## config.mk

```make
export PLATFORM = sky130hd
export DESIGN_NAME = adaptive_filter_sched
export DESIGN_NICKNAME = d
export VERILOG_FILES = /design/src/rtl/adaptive_filter_pkg.sv /design/src/rtl/adaptive_filter_sched_rr_arbiter.sv /design/src/rtl/adaptive_filter_sched.sv
export SDC_FILE = /design/constraint.sdc
export NUM_CORES = 1
export LEC_CHECK = 0
export CORE_MARGIN = 2
export CORE_UTILIZATION = 35
export CTS_CLUSTER_DIAMETER = 200
export DETAILED_ROUTE_END_ITERATION = 16
export MAX_ROUTING_LAYER = met4
export SETUP_SLACK_MARGIN = 0.05
export SKIP_CTS_REPAIR_TIMING = 1
export SLEW_MARGIN = 30
export SYNTH_ARGS = -nofsm -noshare
export SYNTH_HDL_FRONTEND = slang
export SYNTH_SLANG_ARGS = --single-unit
export TNS_END_PERCENT = 100
```

## constraint.sdc

```tcl
create_clock -name clk -period 2.34 [get_ports clk]
set_input_delay 0.585 -clock clk [delete_from_list [all_inputs] [get_ports clk]]
set_output_delay 0.585 -clock clk [all_outputs]
set_load 0.05 [all_outputs]
```

## src/rtl/adaptive_filter_pkg.sv

```systemverilog
// Shared types and constants for the adaptive-filter MAC scheduler.
// Engine phase budgets live here so channel stores and scheduler agree.
package adaptive_filter_pkg;

    localparam int NCH   = 4;
    localparam int CH_W  = 2;
    localparam int CNT_W = 6;

    localparam int RUN_CYC_DEF   = 35;
    localparam int DRAIN_CYC_DEF = 2;
    localparam int DIV_CYC_DEF   = 18;

    typedef enum logic [2:0] {
        IDLE,
        LOAD,
        RUN,
        DRAIN,
        DIV,
        DONE
    } state_e;

endpackage

```

## src/rtl/adaptive_filter_sched_rr_arbiter.sv

```systemverilog
// Combinational round-robin pick: first eligible channel at or after
// the pointer, searching upward modulo the channel count.
module rr_arbiter
    import adaptive_filter_pkg::*;
#(
    parameter int N = NCH,
    parameter int W = CH_W
) (
    input  logic [N-1:0] elig_i,
    input  logic [W-1:0] ptr_i,
    output logic [N-1:0] pick_oh_o,
    output logic [W-1:0] pick_idx_o,
    output logic         pick_vld_o
);

    always_comb begin
        pick_oh_o  = '0;
        pick_idx_o = '0;
        pick_vld_o = 1'b0;
        for (int i = 0; i < N; i++) begin
            if (!pick_vld_o && elig_i[(int'(ptr_i) + i) % N]) begin
                pick_vld_o = 1'b1;
                pick_idx_o = W'((int'(ptr_i) + i) % N);
                pick_oh_o[(int'(ptr_i) + i) % N] = 1'b1;
            end
        end
    end

endmodule

```

## src/rtl/adaptive_filter_sched.sv

```systemverilog
// Shares one 32-tap adaptive-filter MAC engine among the delay channels,
// sequencing its run/drain/divide phases for the granted channel.
module adaptive_filter_sched #(
    parameter int NCH       = adaptive_filter_pkg::NCH,
    parameter int RUN_CYC   = adaptive_filter_pkg::RUN_CYC_DEF,
    parameter int DRAIN_CYC = adaptive_filter_pkg::DRAIN_CYC_DEF,
    parameter int DIV_CYC   = adaptive_filter_pkg::DIV_CYC_DEF
) (
    input  logic                              clk,
    input  logic                              rstn,
    input  logic [NCH-1:0]                    req,
    input  logic [NCH-1:0]                    en_mask,
    output logic [NCH-1:0]                    grant,
    output logic [adaptive_filter_pkg::CH_W-1:0] sel,
    output logic                              load,
    output logic                              adap_filter_state,
    output logic                              div_state,
    output logic                              done,
    output logic [adaptive_filter_pkg::CH_W-1:0] done_ch,
    output logic                              busy,
    output logic [15:0]                       op_count
);

    import adaptive_filter_pkg::*;

    localparam logic [CNT_W-1:0] RUN_LAST   = CNT_W'(RUN_CYC - 1);
    localparam logic [CNT_W-1:0] DRAIN_LAST = CNT_W'(DRAIN_CYC - 1);
    localparam logic [CNT_W-1:0] DIV_LAST   = CNT_W'(DIV_CYC - 1);

    state_e           state_q, state_d;
    logic [CNT_W-1:0] cnt_q, cnt_d;
    logic [CH_W-1:0]  rr_ptr_q;
    logic [NCH-1:0]   grant_q;
    logic [CH_W-1:0]  sel_q;
    logic [CH_W-1:0]  done_ch_q;
    logic             load_q, afs_q, div_q, done_q, busy_q;
    logic [15:0]      op_cnt_q;

    logic [NCH-1:0]   elig;
    logic [NCH-1:0]   pick_oh;
    logic [CH_W-1:0]  pick_idx;
    logic             pick_vld;

    assign elig = req & en_mask;

    rr_arbiter #(
        .N (NCH),
        .W (CH_W)
    ) u_arb (
        .elig_i     (elig),
        .ptr_i      (rr_ptr_q),
        .pick_oh_o  (pick_oh),
        .pick_idx_o (pick_idx),
        .pick_vld_o (pick_vld)
    );

    always_comb begin
        state_d = state_q;
        unique case (state_q)
            IDLE:  if (pick_vld) state_d = LOAD;
            LOAD:  state_d = RUN;
            RUN:   if (cnt_q == RUN_LAST) state_d = DRAIN;
            DRAIN: if (cnt_q == DRAIN_LAST)
                       state_d = (DIV_CYC == 0) ? DONE : DIV;
            DIV:   if (cnt_q == DIV_LAST) state_d = DONE;
            DONE:  state_d = IDLE;
            default: state_d = IDLE;
        endcase
    end

    // Phase counter restarts on every state entry.
    assign cnt_d = (state_d != state_q) ? '0 : cnt_q + CNT_W'(1);

    always_ff @(posedge clk) begin
        if (!rstn) begin
            state_q   <= IDLE;
            cnt_q     <= '0;
            rr_ptr_q  <= '0;
            grant_q   <= '0;
            sel_q     <= '0;
            done_ch_q <= '0;
            load_q    <= 1'b0;
            afs_q     <= 1'b0;
            div_q     <= 1'b0;
            done_q    <= 1'b0;
            busy_q    <= 1'b0;
            op_cnt_q  <= '0;
        end else begin
            state_q <= state_d;
            cnt_q   <= cnt_d;
            load_q  <= (state_d == LOAD);
            afs_q   <= (state_d == RUN);
            div_q   <= (state_d == DIV);
            done_q  <= (state_d == DONE);
            busy_q  <= (state_d != IDLE);
            if (state_q == IDLE && state_d == LOAD) begin
                grant_q <= pick_oh;
                sel_q   <= pick_idx;
            end else if (state_d == IDLE) begin
                grant_q <= '0;
            end
            if (state_d == DONE) begin
                done_ch_q <= sel_q;
                op_cnt_q  <= op_cnt_q + 16'd1;
            end
            if (state_q == DONE)
                rr_ptr_q <= CH_W'((int'(sel_q) + 1) % NCH);
        end
    end

    assign grant             = grant_q;
    assign sel               = sel_q;
    assign load              = load_q;
    assign adap_filter_state = afs_q;
    assign div_state         = div_q;
    assign done              = done_q;
    assign done_ch           = done_ch_q;
    assign busy              = busy_q;
    assign op_count          = op_cnt_q;

endmodule
```

==> results of run 1 <==
-- cells by family after synthesis --
family | share of synthesized area
fa+ha+maj | 0.0653
xor+xnor | 0.0800
buf+inv | 0.0294
compound gates | 0.145
mux | 0.0501
flops | 0.348
simple gates | 0.282
-- synth_stat cells, drive strengths merged, types with 3 or more instances --
library cell and number:
clkbuf 5, inv 6, nor2b 8, ha 12, mux2i 7, a21o 4, buf 4, a21oi 10
and3 9, xor2 7, nand3 8, a32oi 4, and2 23, dfxtp 40, nor4 5, nand4 11
a222oi 4, nor2 13, nor3 4, xnor2 14, nand2 20, o21ai 5, a22oi 3
-- layer usage --
| layer | track usage | up-vias | part of all wire | wire [µm] |
|---|---|---|---|---|
| met5 | - | - | 0 | 0 |
| met4 | 0.0563 | 0 | 0.0088 | 45 |
| li1 | - | 1024 | - | - |
| met2 | 0.217 | 51 | 0.45 | 2290 |
| met1 | 0.208 | 924 | 0.49 | 2500 |
| met3 | 0.0360 | 5 | 0.055 | 282 |
-- per-stage QoR --
| stage | setup WS, ns | total power (W) | setup TNS [ns] | utilization | area (µm²) |
|---|---|---|---|---|---|
| after floorplan | 0.113 | 0.000934 | 0 | - | 2300 |
| after global placement | 0.00860 | 0.00104 | 0 | 0.453 | 2870 |
| after detailed placement | -0.0645 | 0.00104 | -0.202 | 0.453 | 2870 |
| final | 0.161 | 0.00150 | 0 | 0.467 | 2970 |
| after global routing | 0.0855 | 0.00157 | 0 | 0.467 | 2970 |
| after CTS | 0.127 | 0.00152 | 0 | 0.467 | 2960 |
-- where the power goes --
part	total, W	switching [W]	internal [W]
Clock	0.000475	0.000234	0.000241
Combinational	0.000292	0.000164	0.000128
Sequential	0.000733	0.0000293	0.000704
Total	0.00150	0.000428	0.00107
-- path summary, 6_finish.rpt --
check	end	slack [ns]	cells past startpoint	start
min	cnt_q[0]	0.48	1	cnt_q[0]
min reg2reg	cnt_q[0]	0.48	1	cnt_q[0]
max	sel[0]	0.16	1	sel[0]
max reg2reg	grant[1]	0.34	8	rr_ptr_q[1]
-- layout make-up --
class	instances	area [µm²]
fill	633	3380
multi-input combinational	197	1430
sequential	40	801
timing repair buffer	57	523
tap	77	96.3
clock buffer	8	90.1
inverter	6	22.5
-- sequential cells by signal, summed over array words and instances (netlist names) --
name               count
adap_filter_state      1
op_count              16
div_state              1
cnt_q                  6
load                   1
done                   1
grant                  4
done_ch                2
busy                   1
state_q                3
rr_ptr_q               2
sel                    2
==> results.json, run 1 <==
{
  "period_needed_ns": 2.18,
  "cp-start-kind": "flip-flop",
  "final_common_cell": "dfxtp_1",
  "die_x_um": 85.1,
  "synth_top_cell_area_share": 0.348,
  "num_vias": 2004,
  "ctsRootBufferMaster": "clkbuf_8",
  "start_util": 0.362,
  "crit_buf_inv": 1,
  "rows": 29,
  "ios": 39,
  "setup_violations": 0,
  "grt_pass1_wl_um": 8590,
  "grt_max_degree": 19,
  "dieArea_um2": 7240,
  "numCtsBuffers": 5,
  "wl_um": 5110,
  "core_area_um2": 6350,
  "synth.avg_cell_area_um2": 9.13,
  "crit_fanout": 5,
  "synth_edf_count": 0,
  "rsz0062_at_grt": "false",
  "cts.sinks": 40,
  "insertion_delay_ns": 0.29,
  "final.setup_skew_ns": 0.00650,
  "cp.arrival_ns": 1.59,
  "place_inst": 377,
  "end_kind": "output port",
  "leakagePower_nw": 1.18,
  "power_density_nw_per_um2": 506,
  "tritoncts": "built",
  "hold_viol": 0,
  "dp_hpwl_um": 3870,
  "worst_pin_slew_ns": 0.528,
  "grt-ovfl-total": 0,
  "async_flop_share": 0,
  "ys_ff_latch": 40,
  "synthTopCellsByArea": "dfxtp_1, ha_1, and2_1, xnor2_1, nand2_1",
  "grt_usage": 0.152,
  "firstDrtPassIters": 4,
  "maxCapViolations": 0,
  "yosysWarnings": 0,
  "critPathKind": "reg -> out",
  "max_freq_mhz": 459,
  "yosys.area.top_type": "dfxtp_1",
  "port_buffers": 38,
  "critPathTopFamily": "buffers and inverters",
  "period_share": 0.931,
  "netlist_area_um2": 2300,
  "cts.reportedPaths.clkPinSlew_ns": 0.07,
  "maxSlewHeadroom": 0.646,
  "mostFrequentLayoutCells": "dfxtp_1, clkdlybuf4s50_1, and2_1",
  "slowest_delay_ns": 0.85,
  "cp.required_ns": 1.75,
  "synthFlopType": "dfxtp_1",
  "path_cells": "clkdlybuf4s50_1",
  "remaining_drc_errors": 0,
  "place_congestion": 0.878,
  "min-delay-path-class": "reg -> reg",
  "stdcell_count": 385,
  "drt.antenna.violating_nets": 0,
  "diodes": 0,
  "outcome": "complete, no violations",
  "syn_to_final_growth_pct": 29.0,
  "cts_max_path_buffers": 2,
  "grt_pass1_vias": 1847,
  "slew_viol_final": 0,
  "drt_iter0_drc": 82,
  "fp.dieH_um": 85.1,
  "cp_slowest_cell": "clkdlybuf4s50_1",
  "grt_antenna_before_repair": 0,
  "syn_inst": 252,
  "ir_drop_uv": 264,
  "finalNetCount": 329,
  "viasPerCell": 5.21,
  "cts.htree.levels": 2,
  "syn_nets": 274,
  "wl_per_cell_um": 13.3,
  "synth.yosys.seq_area_share": 0.348,
  "final_layout_size_suffix_gt1_frac": 0.114,
  "hold_ws_ns": 0.475,
  "yosysUniqueCellTypes": 49
}
Note: power is estimated with default switching activity, not from simulation.
==> run 2: changes to the inputs <==
--- a/config.mk
+++ b/config.mk
@@ -5,11 +5,14 @@
 export SDC_FILE = /design/constraint.sdc
 export NUM_CORES = 1
 export LEC_CHECK = 0
+export CELL_PAD_IN_SITES_DETAIL_PLACEMENT = 0
+export CELL_PAD_IN_SITES_GLOBAL_PLACEMENT = 2
 export CORE_MARGIN = 2
-export CORE_UTILIZATION = 35
+export CORE_UTILIZATION = 29
 export CTS_CLUSTER_DIAMETER = 200
 export DETAILED_ROUTE_END_ITERATION = 16
 export MAX_ROUTING_LAYER = met4
+export PLACE_DENSITY_LB_ADDON = 0.1
 export SETUP_SLACK_MARGIN = 0.05
 export SKIP_CTS_REPAIR_TIMING = 1
 export SLEW_MARGIN = 30
==> run 2 against run 1 <==
Via count shrank 0.75%; combinational power grew 4%; largest cell class unchanged; largest power group unchanged; global-route usage shrank 0.88 points; die area grew 20%; sequential share of layout area shrank 0.66 points; clock-buffer cell count shrank 2.
==> results.json, run 2 (synthesis gave the netlist of run 1 again) <==
{
  "outcome": "complete, no violations",
  "port_buffers": 38,
  "diodes": 0,
  "final_common_cell": "dfxtp_1",
  "leakagePower_nw": 1.20,
  "dp_hpwl_um": 4280,
  "grt_antenna_before_repair": 0,
  "drt.antenna.violating_nets": 0,
  "drt-met1-wl_um": 2930,
  "maxCapViolations": 0,
  "cp.arrival_ns": 1.59,
  "hold_viol": 0,
  "fp.dieH_um": 93.1,
  "wl_met3_um": 208,
  "cp.required_ns": 1.75,
  "max_freq_mhz": 460,
  "rows": 32,
  "ir_drop_uv": 222,
  "wl_per_cell_um": 13.5,
  "viasPerCell": 4.79,
  "cts_max_path_buffers": 2,
  "worst_pin_slew_ns": 0.513,
  "cts.sinks": 40,
  "power_w": 0.00154,
  "min-delay-path-class": "reg -> reg",
  "cp-start-kind": "flip-flop",
  "drt_iter0_drc": 115,
  "slowest_delay_ns": 0.85,
  "maxSlewHeadroom": 0.657,
  "period_needed_ns": 2.18,
  "crit_fanout": 5,
  "mostFrequentLayoutCells": "dfxtp_1, clkdlybuf4s50_1, buf_4",
  "numCtsBuffers": 5,
  "finalNetCount": 334,
  "num_vias": 1989,
  "ios": 39,
  "dieArea_um2": 8660,
  "largest_register_ffs": 16,
  "fin_setup_tns_ns": 0,
  "period_share": 0.930,
  "end_kind": "output port",
  "wl_um": 5600,
  "cts.htree.levels": 2,
  "firstDrtPassIters": 5,
  "final_layout_size_suffix_gt1_frac": 0.131,
  "final.setup_skew_ns": 0.0112,
  "die_x_um": 93.1,
  "syn_to_final_growth_pct": 32.2,
  "path_cells": "clkdlybuf4s50_1",
  "rsz0062_at_grt": "false",
  "ctsRootBufferMaster": "clkbuf_8",
  "tritoncts": "built",
  "place_congestion": 0.766,
  "grt-ovfl-total": 0,
  "grt_max_degree": 19,
  "start_util": 0.299,
  "critPathTopFamily": "buffers and inverters",
  "wl_met2_um": 2400,
  "grt_usage": 0.143,
  "slew_viol_final": 0,
  "critPathKind": "reg -> out",
  "highest_layer": "met4",
  "power_density_nw_per_um2": 505,
  "cts.reportedPaths.clkPinSlew_ns": 0.09,
  "grt_pass1_vias": 1930,
  "core_area_um2": 7690,
  "insertion_delay_ns": 0.29,
  "remaining_drc_errors": 0,
  "grt_pass1_wl_um": 9730,
  "cp_slowest_cell": "clkdlybuf4s50_1",
  "crit_buf_inv": 1,
  "setup_violations": 0
}
-- run 2: final timing paths --
check	cells past startpoint	slack, ns	endpoint	start
max	1	0.16	sel[0]	sel[0]
min reg2reg	1	0.49	cnt_q[0]	cnt_q[0]
min	1	0.49	cnt_q[0]	cnt_q[0]
max reg2reg	7	0.31	grant[3]	rr_ptr_q[1]
-- run 2: metrics by stage --
step                instance area [µm²]  setup WS (ns)  hold WS [ns]  std cells   util
floorplan                          2300          0.113         0.441        252      -
global placement                   2940        -0.0900         0.463        407  0.383
detailed placement                 2940        -0.0763         0.472        407  0.383
CTS                                3040          0.140         0.492        415  0.396
global route                       3040          0.105         0.508        415  0.396
finish                             3040          0.164         0.489        415  0.396
-- run 2: final cells by class --
| type | count | area, µm² |
|---|---|---|
| clock buffers | 6 | 82.6 |
| flip-flops and latches | 40 | 801 |
| inverters | 6 | 22.5 |
| well taps | 102 | 128 |
| repair buffers | 62 | 561 |
| clock inverters | 2 | 15.0 |
| fillers | 809 | 4650 |
| multi-input cells | 197 | 1430 |
-- run 2: layer usage --
metal | GRT usage | vias to the layer above
li1 | - | 1037
met3 | 0.0306 | 7
met1 | 0.202 | 903
met2 | 0.210 | 42
met4 | 0.0331 | 0
met5 | - | -
-- run 2: where the power goes --
part / leakage, nW / total, W / internal, W / switching (W)
Clock: 0.0434 / 0.000498 / 0.000239 / 0.000259
Sequential: 0.324 / 0.000735 / 0.000704 / 0.0000309
Combinational: 0.835 / 0.000304 / 0.000136 / 0.000168
Total: 1.20 / 0.00154 / 0.00108 / 0.000458
==> run 3: changes to the inputs <==
--- a/config.mk
+++ b/config.mk
@@ -7,10 +7,13 @@
 export LEC_CHECK = 0
 export CELL_PAD_IN_SITES_DETAIL_PLACEMENT = 0
 export CELL_PAD_IN_SITES_GLOBAL_PLACEMENT = 2
+export CORE_ASPECT_RATIO = 0.5
 export CORE_MARGIN = 2
 export CORE_UTILIZATION = 29
 export CTS_CLUSTER_DIAMETER = 200
 export DETAILED_ROUTE_END_ITERATION = 16
+export GPL_TIMING_DRIVEN = 1
+export HOLD_SLACK_MARGIN = 0.06
 export MAX_ROUTING_LAYER = met4
 export PLACE_DENSITY_LB_ADDON = 0.1
 export SETUP_SLACK_MARGIN = 0.05
==> run 3 against run 2 <==
Sequential share of layout area is 0.39 points lower; critical path depth stayed put; fmax hardly changed; non-clock buffer count is 1 lower; clock power is 35% higher; sequential power hardly changed; worst hold slack worse by 0.0061 ns; register-to-register slack worse by 0.04 ns; power is 12% higher; first-iteration DRC count is 13% lower; die area is 0.50% higher; via count is 3.5% higher; largest cell class unchanged; highest routed layer unchanged.
==> results.json, run 3 (synthesis gave the netlist of run 1 again) <==
{
  "slowest_delay_ns": 0.85,
  "core_area_um2": 7510,
  "cts.reportedPaths.clkPinSlew_ns": 0.06,
  "crit_buf_inv": 1,
  "power_density_nw_per_um2": 556,
  "critPathKind": "reg -> out",
  "cts_max_path_buffers": 2,
  "start_util": 0.306,
  "maxCapViolations": 0,
  "period_needed_ns": 2.18,
  "grt_antenna_before_repair": 0,
  "cp_slowest_cell": "clkdlybuf4s50_1",
  "final_layout_size_suffix_gt1_frac": 0.128,
  "dp_hpwl_um": 4280,
  "worst-r2r-cell-count": 8,
  "critPathTopFamily": "buffers and inverters",
  "path_cells": "clkdlybuf4s50_1",
  "port_buffers": 38,
  "mostFrequentLayoutCells": "dfxtp_1, clkdlybuf4s50_1, and2_1, buf_4, nand2_1",
  "cp.arrival_ns": 1.59,
  "crit-reg2reg-launch": "rr_ptr_q[1]",
  "viasPerCell": 4.90,
  "fin_setup_tns_ns": 0,
  "crit_cells": 1,
  "cts.htree.levels": 2,
  "slew_viol_final": 0,
  "diodes": 0,
  "ctsRootBufferMaster": "clkbuf_16",
  "hold_viol": 0,
  "insertion_delay_ns": 0.28,
  "place_congestion": 0.796,
  "wl_per_cell_um": 13.6,
  "wl_um": 5720,
  "final_common_cell": "dfxtp_1",
  "largest_register_ffs": 16,
  "setup_violations": 0,
  "rows": 22,
  "grt_max_degree": 14,
  "firstDrtPassIters": 8,
  "rrSetupSlack_ns": 0.27,
  "die_x_um": 130,
  "cts.sinks": 40,
  "grt-ovfl-total": 0,
  "maxSlewHeadroom": 0.659,
  "numCtsBuffers": 5,
  "grt_usage": 0.146,
  "crit_start": "op_count[0]",
  "outcome": "complete, no violations",
  "end_kind": "output port",
  "leakagePower_nw": 1.23,
  "power_w": 0.00172,
  "final.setup_skew_ns": 0.00526,
  "period_share": 0.930,
  "grt_pass1_wl_um": 9470,
  "worst_pin_slew_ns": 0.510,
  "finalNetCount": 333,
  "cp.required_ns": 1.75,
  "ir_drop_uv": 307,
  "hold_depth": 1,
  "remaining_drc_errors": 0,
  "syn_to_final_growth_pct": 34.2,
  "tritoncts": "built",
  "dieArea_um2": 8700,
  "cp-endpoint": "op_count[0]",
  "crit_fanout": 6,
  "min-delay-path-class": "reg -> reg",
  "grt_pass1_vias": 1919,
  "fp.dieH_um": 67.0,
  "num_vias": 2058,
  "max_freq_mhz": 459,
  "ios": 39,
  "drt.antenna.violating_nets": 0,
  "rsz0062_at_grt": "false",
  "drt_iter0_drc": 100,
  "timing.rr.end": "grant[3]",
  "cp-start-kind": "flip-flop"
}
## run 3: where the power goes
part           internal (W)  switching (W)  total, W
registers          0.000705      0.0000314  0.000736
logic              0.000136       0.000170  0.000306
clock network      0.000393       0.000280  0.000673
## run 3: per-stage QoR
stage | area, µm² | setup slack (ns) | hold WS [ns] | utilization | instances
2_1_floorplan | 2300 | 0.113 | 0.441 | - | 252
3_3_place_gp | 2940 | -0.0508 | 0.465 | 0.392 | 412
3_5_place_dp | 2940 | -0.0619 | 0.475 | 0.392 | 412
4_1_cts | 3090 | 0.129 | 0.485 | 0.411 | 420
5_1_grt | 3090 | 0.0691 | 0.500 | 0.411 | 420
6_report | 3090 | 0.163 | 0.482 | 0.411 | 420
## run 3: routing by layer
metal,routed length (µm),global-route usage
met1,2950,0.192
met2,2440,0.221
met3,262,0.0345
met4,65,0.0457
met5,0,-
## run 3: worst register-to-register path, cell delays in order, from the launching register on
cell	delay, ns
dfxtp_1	0.33
inv_1	0.11
ha_1	0.48
and3b_1	0.22
mux2i_1	0.15
o221ai_1	0.16
buf_4	0.17
a222oi_1	0.22
a21oi_1	0.10
## run 3: worst min path at each step
stage / start / endpoint / slack [ns]
after floorplan: cnt_q[0] / cnt_q[0] / 0.44
after global placement: cnt_q[0] / cnt_q[0] / 0.47
after detailed placement: cnt_q[0] / cnt_q[0] / 0.48
after CTS: cnt_q[0] / cnt_q[0] / 0.49
after global routing: cnt_q[0] / cnt_q[0] / 0.50
final: cnt_q[0] / cnt_q[0] / 0.48
## run 3: cell type report
| class | count | area [µm²] |
|---|---|---|
| well taps | 108 | 135 |
| clock buffers | 5 | 125 |
| multi-input cells | 197 | 1430 |
| flip-flops and latches | 40 | 801 |
| repair buffers | 61 | 553 |
| clock inverters | 3 | 18.8 |
| inverters | 6 | 22.5 |
| fillers | 752 | 4430 |
